`config.mk`:
```
export PLATFORM = sky130hd
export DESIGN_NAME = sdram_udp_tx
export DESIGN_NICKNAME = d
export VERILOG_FILES = /design/src/rtl/sdram_udp_tx_pkg.sv /design/src/rtl/sdram_udp_tx_packer.sv /design/src/rtl/sdram_udp_tx.sv
export SDC_FILE = /design/constraint.sdc
export NUM_CORES = 1
export LEC_CHECK = 0
export ABC_AREA = 1
export BUFFER_PORTS_ARGS = -buffer_cell sky130_fd_sc_hd__buf_2
export CAP_MARGIN = 0
export CORE_MARGIN = 2
export CORE_UTILIZATION = 44
export CTS_BUF_LIST = sky130_fd_sc_hd__clkbuf_4 sky130_fd_sc_hd__clkbuf_8
export DETAILED_ROUTE_END_ITERATION = 7
export MAX_ROUTING_LAYER = met4
export REMOVE_ABC_BUFFERS = 1
export SETUP_SLACK_MARGIN = 0.1
export SYNTH_ARGS = -nofsm -noshare
export SYNTH_HDL_FRONTEND = slang
export SYNTH_HIERARCHICAL = 1
export SYNTH_SLANG_ARGS = --single-unit
```
`constraint.sdc`:
```
create_clock -name eth_tx_clk -period 2.4 [get_ports eth_tx_clk]
set_clock_uncertainty 0.15 [all_clocks]
set_input_delay 0.12 -clock eth_tx_clk [delete_from_list [all_inputs] [get_ports eth_tx_clk]]
set_output_delay 0.12 -clock eth_tx_clk [all_outputs]
set_load 0.02 [all_outputs]
```
`src/rtl/sdram_udp_tx_pkg.sv`:
```
// Shared types and constants for the SDRAM-to-UDP frame transmitter:
// FSM state encoding, packet header layout and packet sizing helper.
package sdram_udp_tx_pkg;

  localparam int DEF_H_PIXEL    = 800;
  localparam int DEF_V_PIXEL    = 480;
  localparam int DEF_PKT_PIXELS = 512;
  localparam int DEF_GAP_CYCLES = 64;
  localparam int DEF_FRAME_PIX  = DEF_H_PIXEL * DEF_V_PIXEL;

  localparam logic [15:0] HDR_TAG = 16'hA55A;

  typedef enum logic [2:0] {
    ST_IDLE      = 3'd0,
    ST_PRELOAD   = 3'd1,
    ST_START     = 3'd2,
    ST_SEND      = 3'd3,
    ST_WAIT_DONE = 3'd4,
    ST_GAP       = 3'd5
  } tx_state_e;

  typedef struct packed {
    logic [15:0] tag;
    logic [15:0] pkt_idx;
  } hdr_word_t;

  function automatic logic [31:0] hdr_word(input logic [15:0] idx);
    hdr_word_t h;
    h.tag     = HDR_TAG;
    h.pkt_idx = idx;
    return h;
  endfunction

  // Pixels in the next packet: a full packet, or whatever is left of the frame.
  function automatic logic [10:0] pkt_len(input logic [19:0] pix_left, input logic [10:0] max_pix);
    if (pix_left < {9'd0, max_pix}) begin
      return pix_left[10:0];
    end else begin
      return max_pix;
    end
  endfunction

endpackage

```
`src/rtl/sdram_udp_tx_packer.sv`:
```
// Packs two consecutive 16-bit read-FIFO pixels into one 32-bit word.
// A fetch pulse at cycle N issues reads at N+1 and N+2; the word is valid from N+4.
module px_word_packer
  import sdram_udp_tx_pkg::*;
(
  input  logic        clk,
  input  logic        rst_n,
  input  logic        fetch_i,
  input  logic [15:0] rd_data_i,
  output logic        rd_en_o,
  output logic [31:0] word_o,
  output logic        valid_o
);

  logic        rd_en_q;
  logic        second_q;
  logic        dv_q;
  logic        dsel_q;
  logic        valid_q;
  logic [15:0] hi_q;
  logic [15:0] lo_q;

  // Read pulse pair, FIFO data capture one cycle behind each read, valid flag.
  always_ff @(posedge clk or negedge rst_n) begin
    if (!rst_n) begin
      rd_en_q  <= 1'b0;
      second_q <= 1'b0;
      dv_q     <= 1'b0;
      dsel_q   <= 1'b0;
      valid_q  <= 1'b0;
      hi_q     <= 16'd0;
      lo_q     <= 16'd0;
    end else begin
      rd_en_q  <= fetch_i | (rd_en_q & ~second_q);
      second_q <= rd_en_q & ~second_q;
      dv_q     <= rd_en_q;
      dsel_q   <= second_q;
      if (dv_q && !dsel_q) begin
        hi_q <= rd_data_i;
      end
      if (dv_q && dsel_q) begin
        lo_q <= rd_data_i;
      end
      if (fetch_i) begin
        valid_q <= 1'b0;
      end else if (dv_q && dsel_q) begin
        valid_q <= 1'b1;
      end
    end
  end

  assign rd_en_o = rd_en_q;
  assign word_o  = {hi_q, lo_q};
  assign valid_o = valid_q;

endmodule

```
`src/rtl/sdram_udp_tx.sv`:
```
// Reads one RGB565 frame from the SDRAM read FIFO and feeds it to the UDP
// transmitter as header-prefixed packets of packed pixel pairs.
module sdram_udp_tx
  import sdram_udp_tx_pkg::*;
#(
  parameter int H_PIXEL    = DEF_H_PIXEL,
  parameter int V_PIXEL    = DEF_V_PIXEL,
  parameter int PKT_PIXELS = DEF_PKT_PIXELS,
  parameter int GAP_CYCLES = DEF_GAP_CYCLES
) (
  input  logic        eth_tx_clk,
  input  logic        rst_n,
  input  logic        sdram_init_done,
  input  logic        frame_start,
  output logic        busy,
  output logic        frame_done,
  output logic        rd_en,
  input  logic [15:0] rd_data,
  output logic        tx_start_en,
  output logic [15:0] tx_byte_num,
  input  logic        tx_req,
  output logic [31:0] tx_data,
  input  logic        tx_done
);

  localparam logic [19:0] FRAME_PIX = 20'(H_PIXEL * V_PIXEL);
  localparam logic [10:0] PKT_MAX   = 11'(PKT_PIXELS);
  localparam logic [15:0] GAP_LAST  = 16'(GAP_CYCLES - 1);

  tx_state_e   state_q;
  logic        busy_q;
  logic        frame_done_q;
  logic        tx_start_en_q;
  logic        fetched_q;
  logic [15:0] tx_byte_num_q;
  logic [15:0] pkt_idx_q;
  logic [15:0] gap_cnt_q;
  logic [31:0] tx_data_q;
  logic [19:0] pix_left_q;
  logic [10:0] pkt_pix_q;
  logic [9:0]  fetch_left_q;
  logic [9:0]  send_left_q;

  logic        fetch_s;
  logic [31:0] next_word_s;
  logic        word_valid_s;

  // Request a word pair on PRELOAD entry and on each served tx_req with pixels still unread.
  always_comb begin
    fetch_s = 1'b0;
    if (state_q == ST_PRELOAD) begin
      fetch_s = !fetched_q;
    end else if (state_q == ST_SEND) begin
      fetch_s = tx_req && !tx_done && (send_left_q != 10'd0) && (fetch_left_q != 10'd0);
    end else begin
      fetch_s = 1'b0;
    end
  end

  px_word_packer u_packer (
    .clk       (eth_tx_clk),
    .rst_n     (rst_n),
    .fetch_i   (fetch_s),
    .rd_data_i (rd_data),
    .rd_en_o   (rd_en),
    .word_o    (next_word_s),
    .valid_o   (word_valid_s)
  );

  // Frame/packet sequencing FSM with counters and registered udp-side outputs.
  always_ff @(posedge eth_tx_clk or negedge rst_n) begin
    if (!rst_n) begin
      state_q       <= ST_IDLE;
      busy_q        <= 1'b0;
      frame_done_q  <= 1'b0;
      tx_start_en_q <= 1'b0;
      fetched_q     <= 1'b0;
      tx_byte_num_q <= 16'd0;
      pkt_idx_q     <= 16'd0;
      gap_cnt_q     <= 16'd0;
      tx_data_q     <= 32'd0;
      pix_left_q    <= 20'd0;
      pkt_pix_q     <= 11'd0;
      fetch_left_q  <= 10'd0;
      send_left_q   <= 10'd0;
    end else begin
      tx_start_en_q <= 1'b0;
      frame_done_q  <= 1'b0;
      case (state_q)
        ST_IDLE: begin
          if (frame_start && sdram_init_done) begin
            busy_q     <= 1'b1;
            pix_left_q <= FRAME_PIX;
            pkt_idx_q  <= 16'd0;
            pkt_pix_q  <= pkt_len(FRAME_PIX, PKT_MAX);
            fetched_q  <= 1'b0;
            state_q    <= ST_PRELOAD;
          end
        end
        ST_PRELOAD: begin
          if (!fetched_q) begin
            fetched_q    <= 1'b1;
            fetch_left_q <= pkt_pix_q[10:1] - 10'd1;
          end else if (word_valid_s) begin
            state_q <= ST_START;
          end
        end
        ST_START: begin
          tx_data_q     <= hdr_word(pkt_idx_q);
          tx_byte_num_q <= 16'd4 + {4'd0, pkt_pix_q, 1'b0};
          tx_start_en_q <= 1'b1;
          send_left_q   <= pkt_pix_q[10:1];
          state_q       <= ST_SEND;
        end
        ST_SEND, ST_WAIT_DONE: begin
          if (tx_done) begin
            pix_left_q <= pix_left_q - {9'd0, pkt_pix_q};
            pkt_idx_q  <= pkt_idx_q + 16'd1;
            if (pix_left_q == {9'd0, pkt_pix_q}) begin
              frame_done_q <= 1'b1;
              busy_q       <= 1'b0;
              state_q      <= ST_IDLE;
            end else begin
              gap_cnt_q <= 16'd0;
              state_q   <= ST_GAP;
            end
          end else if (tx_req && (send_left_q != 10'd0)) begin
            // Requests past the packet's last word fall through here untouched.
            tx_data_q   <= next_word_s;
            send_left_q <= send_left_q - 10'd1;
            if (fetch_left_q != 10'd0) begin
              fetch_left_q <= fetch_left_q - 10'd1;
            end
            if (send_left_q == 10'd1) begin
              state_q <= ST_WAIT_DONE;
            end
          end
        end
        ST_GAP: begin
          if (gap_cnt_q >= GAP_LAST) begin
            gap_cnt_q <= 16'd0;
            pkt_pix_q <= pkt_len(pix_left_q, PKT_MAX);
            fetched_q <= 1'b0;
            state_q   <= ST_PRELOAD;
          end else begin
            gap_cnt_q <= gap_cnt_q + 16'd1;
          end
        end
        default: begin
          state_q <= ST_IDLE;
        end
      endcase
    end
  end

  assign busy        = busy_q;
  assign frame_done  = frame_done_q;
  assign tx_start_en = tx_start_en_q;
  assign tx_byte_num = tx_byte_num_q;
  assign tx_data     = tx_data_q;

endmodule

```
Word-level counts from Yosys, hierarchy flattened --
Index checks and enable logic that the tools add are counted.
Word-level totals: register bits 175, input bits 22, logic and storage cells 130, output and inout bits 52
Operators by class: $add $sub $neg 7, equal/unequal tests 20, mux-type cells 49, bitwise gates (word level) 3, order comparisons 2, reductions and logical operators 29
Operators with widths (number):
- 16-bit two-way mux | 5
- 32-bit two-way mux | 2
- 16-bit case mux with 2 select lines | 2
- 32-bit case mux with 2 select lines | 1
- 10-bit two-way mux | 6
- 20-bit two-way mux | 2
- 10-bit case mux with 2 select lines | 2
- 20-bit case mux with 2 select lines | 1
- 11-bit two-way mux | 3
- 16-bit by 1-bit adder with 16-bit output (second input constant) | 2
- 10-bit by 1-bit subtractor with 10-bit output (second input constant) | 3
- 3-bit two-way mux | 8
- 11-bit case mux with 2 select lines | 1
- 20-bit by 11-bit == test with 1-bit output | 1
- 20-bit by 10-bit less-than comparator with 1-bit output (second input constant) | 1
- 2-bit != test (second input constant) | 10
- 10-bit nonzero test | 2
- 20-bit by 11-bit subtractor with 20-bit output | 1
- 16-bit by 6-bit greater-or-equal comparator with 1-bit output (second input constant) | 1
- 3-bit case mux with 5 select lines | 1
- 3-bit AND reduction | 5
- 3-bit by 12-bit adder with 13-bit output (first input constant) | 1
- 1-bit two-way mux | 13
- 2-bit nonzero test | 6
- 19 further kinds | 30

Logic depth before layout (Yosys ltp) --
word-level depth 7, depth in mapped cells 14, gate-level depth less buffers 12

Hierarchy --
The synthesis kept the hierarchy.
Modules (own cells, without submodules):
- sdram_udp_tx | cells an instance 942, times used 1, seq. area each 3353.2 um^2, area each 7307.0 um^2
- px_word_packer | cells an instance 150, times used 1, seq. area each 925.9 um^2, area each 1508.9 um^2

Least setup slack after synthesis --
Ideal clock, no wire load.
kind reg2reg, from reg pix_left_q[0], to reg pix_left_q[12], arrival time 1.790 ns, data required time 2.121 ns, cell stages (with the launch flop) 10, slack 0.330 ns, period minus slack after synthesis 2.070 ns, buffers on the path 0, library setup time 0.129 ns, cells stage by stage dfrtp_1 > inv_1 > ha_1 > fa_1 > o21ai_0 > nand3_1 > a21boi_0 > nor2_1 > nand2_1 > nand3_1
Between the ends: longest elaborated chain between the ends 3
RTL lines:
- from (decl) | RTL line sdram_udp_tx.sv:39 | logic [19:0] pix_left_q;
- from (signal assigned) | RTL line sdram_udp_tx.sv:117 | pix_left_q <= pix_left_q - {9'd0, pkt_pix_q};
- 20-bit by 11-bit subtractor with 20-bit output | RTL line sdram_udp_tx.sv:117
- 20-bit two-way mux | RTL line sdram_udp_tx.sv:116 | if (tx_done) begin
- 20-bit case mux with 2 select lines | RTL line sdram_udp_tx.sv:89 | case (state_q)
Every way passes these cells. The select of a mux whose other input is x is not followed. A chain may end at the register's enable or synchronous reset.

Worst setup path in the final report --
from reg state_q[1], to reg pkt_idx_q[9]
Between the ends: longest elaborated chain between the ends 4, elaborated cells on any way between the ends 9, those cells by class eq/ne: 4; mux: 1; reduce/logical: 4
RTL lines:
- from (decl) | RTL line sdram_udp_tx.sv:30 | tx_state_e state_q;
- from (signal assigned) | RTL line sdram_udp_tx.sv:73 | state_q <= ST_IDLE;
- from (signal assigned) | RTL line sdram_udp_tx.sv:97 | state_q <= ST_PRELOAD;
- from (signal assigned) | RTL line sdram_udp_tx.sv:105 | state_q <= ST_START;
- 3-bit by 2-bit == test with 1-bit output or 3-bit == test (tied branches) | RTL line sdram_udp_tx.sv:89
- 2-bit OR reduction | RTL line sdram_udp_tx.sv:89
- 2-bit != test (no line) or 2-bit nonzero test (tied branches)
- 3-bit AND reduction (no line)
- to (signal assigned) | RTL line sdram_udp_tx.sv:118 | pkt_idx_q <= pkt_idx_q + 16'd1;
- to (decl) | RTL line sdram_udp_tx.sv:36 | logic [15:0] pkt_idx_q;
Parallel ways exist; a longest one is shown, timed or not.

==> results.md <==
| Group | Result | This run |
| --- | --- | --- |
| run status | Outcome | finished, violations left |
| run status | Violated checks | negative hold slack |
| place | Worst Setup Slack post-DPL | 0.0941 ns |
| die | Core Box Area | 19600 sq um |
| setup path | Library cell contributing the largest single delay on the critical path | dfrtp_1 |
| sta | Fin. max-slew vios | 0 |
| detailed routing | Uppermost signal routing layer after detailed routing | met4 |
| synth | Sequential share of the synthesized area | 0.485 |
| clocking | Clock-pin slew reported for the worst setup and hold paths after clock tree synthesis | 0.11 ns |
| place | Dpl hpwl | 15500 um |
| synth | Synthesis-stage register bit count | 171 |
| detailed routing | Remaining design rule violation count | 0 |
| setup path | WP data required | 2.67 ns |
| die | DIE AREA | 21200 sq um |
| layout | Number of nets in the layout | 1240 |
| setup path | Critical path buffers and inverters | 3 |
| clocking | Clock sink count | 171 |
| clocking | Clock buffers created by TritonCTS | 17 |
| sta | Hold Violations, Final | 1 |
| setup path | Endpoint arrival time on the critical path | 2.41 ns |
| detailed routing | M1 wire length | 10400 um |
| detailed routing | Number of iterations in the first detailed-routing pass | 5 |
| synth | Summed instance area of the synthesized netlist | 8820 sq um |
| grt | Global-route wire length before repair | 35800 um |
| place | Final weighted congestion in routability-driven placement | 0.900 |
| setup path | Crit Path Class | reg -> reg |
| die | Total number of placement rows | 51 |
| sta | Peak clock frequency supported by timing | 467 MHz |
| layout | Filler instances | 1911 |
| synth | Count of warnings emitted by yosys | 6 |
| detailed routing | Wirelength, routed | 21600 um |
| detailed routing | Remaining antenna violation count | 0 |
| setup path | Crit path max-delay family | simple AND/OR/NAND/NOR gates |
| detailed routing | Detailed router's first-iteration violation count | 429 |
| power and ir drop | Areal power density over the cells | 1170 nW/um^2 |
| clocking | Clock H-tree levels | 4 |
| layout | Number of diodes added for antenna fixing | 0 |
| setup path | Cells traversed along the worst timing path | nor2_2 -> nand2_2 -> a21oi_1 -> inv_1 -> nand2_4 -> inv_2 -> nand2_1 -> inv_1 -> a21oi_1 -> o21a_1 |
| die | I/O pin total | 74 |
| grt | Number of global-route vias before repair | 7040 |
| flow run | Max Cap Violations | 0 |
| sta | Post-layout worst setup margin | 0.259 ns |
| layout | Post-layout util | 0.523 |
| min path | Min-Delay Path Class | in -> async |
| detailed routing | Total via count after detailed routing | 7416 |
| grt | Antenna violations before repair | 0 |
| synth | Unique masters post-synth | 48 |
| sta | Min Tclk post-route | 2.14 ns |
| clocking | Number of buffers between clock root and the deepest sink | 2 |
| setup path | Largest fanout of any net on the critical path | 6 |
| detailed routing | WL met2 | 10300 um |
| grt | Tot GR Track Use | 0.216 |
| sta | Worst slew margin | 0.512 |
| die | Die height | 146 um |
| grt | Remaining global-route overflow | 0 |
| setup path | Capturing element type of the critical path | flip-flop |
| synth | Post-Syn Instances | 1092 |
| clocking | Root Buffer | clkbuf_8 |
| setup path | Longest individual stage delay on the worst path | 0.47 ns |
| clocking | Clock tree from TritonCTS | done |
| sta | Post-route clock period utilization | 0.892 |
| synth | Post-synthesis area per instance | 8.07 sq um |
| die | Starting utilization of the core area | 0.450 |
| clocking | Worst skew pair latency | 0.48 ns |
| sta | Finish-stage setup viols | 0 |
| sta | RSZ-0062 raised after global routing | yes |
| detailed routing | Via count normalized by instance count | 5.02 |
| power and ir drop | IR drop worst, VDD | 0.570 mV |
| setup path | Critical path startpoint category | flip-flop |
| grt | Largest net degree at the start of global routing | 57 |
| place | Count of input and output buffers | 69 |
| die | Die span in x | 146 um |
| layout | Area added between synthesis and finish | 16.2% |
| layout | Share of final-layout standard cells stronger than drive strength 1 | 0.156 |
| detailed routing | Drt wl/cell | 14.7 um |
| power and ir drop | Leak pwr | 5.20 nW |
| power and ir drop | Overall power after layout | 11.9 mW |
| sta | Worst Max-Slew Pin Slew | 0.732 ns |
| detailed routing | Detailed-routed wire length on met3 | 682 um |
| sta | Worst hold slack | -0.00129 ns |
==> flip-flops by register name (all words and copies together) (netlist names), 3 cells and up <==
name,flops
tx_data,32
tx_byte_num,12
pkt_pix_q,11
state_q,3
pix_left_q,20
pkt_idx_q,16
gap_cnt_q,16
send_left_q,10
u_packer/lo_q,16
fetch_left_q,10
u_packer/hi_q,16
==> stage by stage <==
| step | instances | area (sq um) | setup TNS (ns) |
|---|---|---|---|
| floorplan | 1057 | 8550 | -11.43 |
| finish | 1477 | 10200 | 0 |
| detailed placement | 1424 | 9530 | 0 |
| global placement | 1424 | 9530 | 0 |
| CTS | 1476 | 10200 | 0 |
| global route | 1477 | 10200 | 0 |
==> cell usage in the layout (no fill, tap or decap), types with 6 or more instances in the layout <==
master	instances
nand2_1	338
dfrtp_1	166
nor2_1	95
nand3_1	94
inv_1	80
buf_2	68
o21ai_0	57
o21ai_1	34
a21oi_1	34
buf_4	29
dlygate4sd3_1	19
ha_1	18
clkbuf_8	17
nand2_2	15
xor2_1	15
nor3_1	10
nand4_1	9
o31ai_1	8
mux2i_1	8
clkinv_8	8
nor2_2	7
xnor2_1	7
nand2_4	6
==> kinds of logic after synthesis <==
family	share of synthesized area
multiplexers	0.00908
AND/OR/NAND/NOR	0.289
other	0.000425
flip-flops	0.485
adder cells (fa/ha/maj)	0.0278
buffers and inverters	0.0685
XOR/XNOR	0.0219
AO/OA/AOI/OAI	0.0978
==> final timing paths <==
path | from | to | slack [ns] | cells after the start
worst min-delay path | rst_n | tx_byte_num[11] | -0.001 | 2
worst max register to register | state_q[1] | pkt_idx_q[9] | 0.26 | 10
worst min register to register | u_packer/second_q | u_packer/dsel_q | 0.28 | 0
max in group asynchronous | rst_n | pkt_idx_q[0] | 1.42 | 3
worst max-delay path | state_q[1] | pkt_idx_q[9] | 0.26 | 10
min in group eth_tx_clk | sdram_init_done | busy | 0.10 | 6
==> synth_stat cells, drive strengths merged <==
library cell / n / area, sq um
o21ai: 93 / 477
inv: 85 / 327
a22oi: 1 / 7.51
o21bai: 1 / 7.51
a21boi: 4 / 30.0
nand3: 99 / 510
xor2: 15 / 131
or2: 3 / 18.8
nand4: 9 / 56.3
a21o: 2 / 15.0
o21a: 3 / 22.5
mux2i: 8 / 80.1
nor2: 104 / 413
nor4: 1 / 6.26
ha: 18 / 225
o31ai: 8 / 60.1
o211ai: 2 / 15.0
o2111ai: 1 / 8.76
dfrtp: 171 / 4280
nor3b: 2 / 15.0
conb: 1 / 3.75
buf: 33 / 259
a21oi: 36 / 188
fa: 1 / 20.0
nand2: 360 / 1440
nor3: 10 / 50.1
a211oi: 1 / 12.5
clkbuf: 5 / 18.8
or3: 1 / 6.26
o22ai: 3 / 18.8
nand3b: 4 / 30.0
xnor2: 7 / 61.3
==> repair_timing <==
| item | in CTS | in global routing |
|---|---|---|
| cloned | 0 | 1 |
| setup endpoints to repair | 10 | 59 |
| resized for setup | 1 | 15 |
| pin swaps | 1 | 0 |
| buffers inserted | 1 | 0 |
| hold buffers | 19 | 0 |
| hold endpoints to repair | 210 | 0 |
==> area by class of cell <==
class                      instances  area, sq um  area share
clock inverter                    15          214      0.0209
sequential                       171         4290       0.418
timing repair buffer             123          876      0.0855
clock buffer                      17          234      0.0228
inverter                          85          327      0.0319
multi-input combinational        801         3980       0.388
tap                              265          332      0.0324
==> power by group <==
group	internal, mW	leakage, nW	switching [mW]
clock	0.834	0.219	1.34
combinational	1.85	2.77	3.52
sequential	3.75	2.20	0.656
total	6.43	5.20	5.51
==> layer usage <==
layer	global-route usage	up-vias
met3	0.0351	17
met2	0.343	126
met1	0.293	3526
li1	-	3747
met4	0.0495	0
met5	-	-
Power figures use the tool's default switching activity.
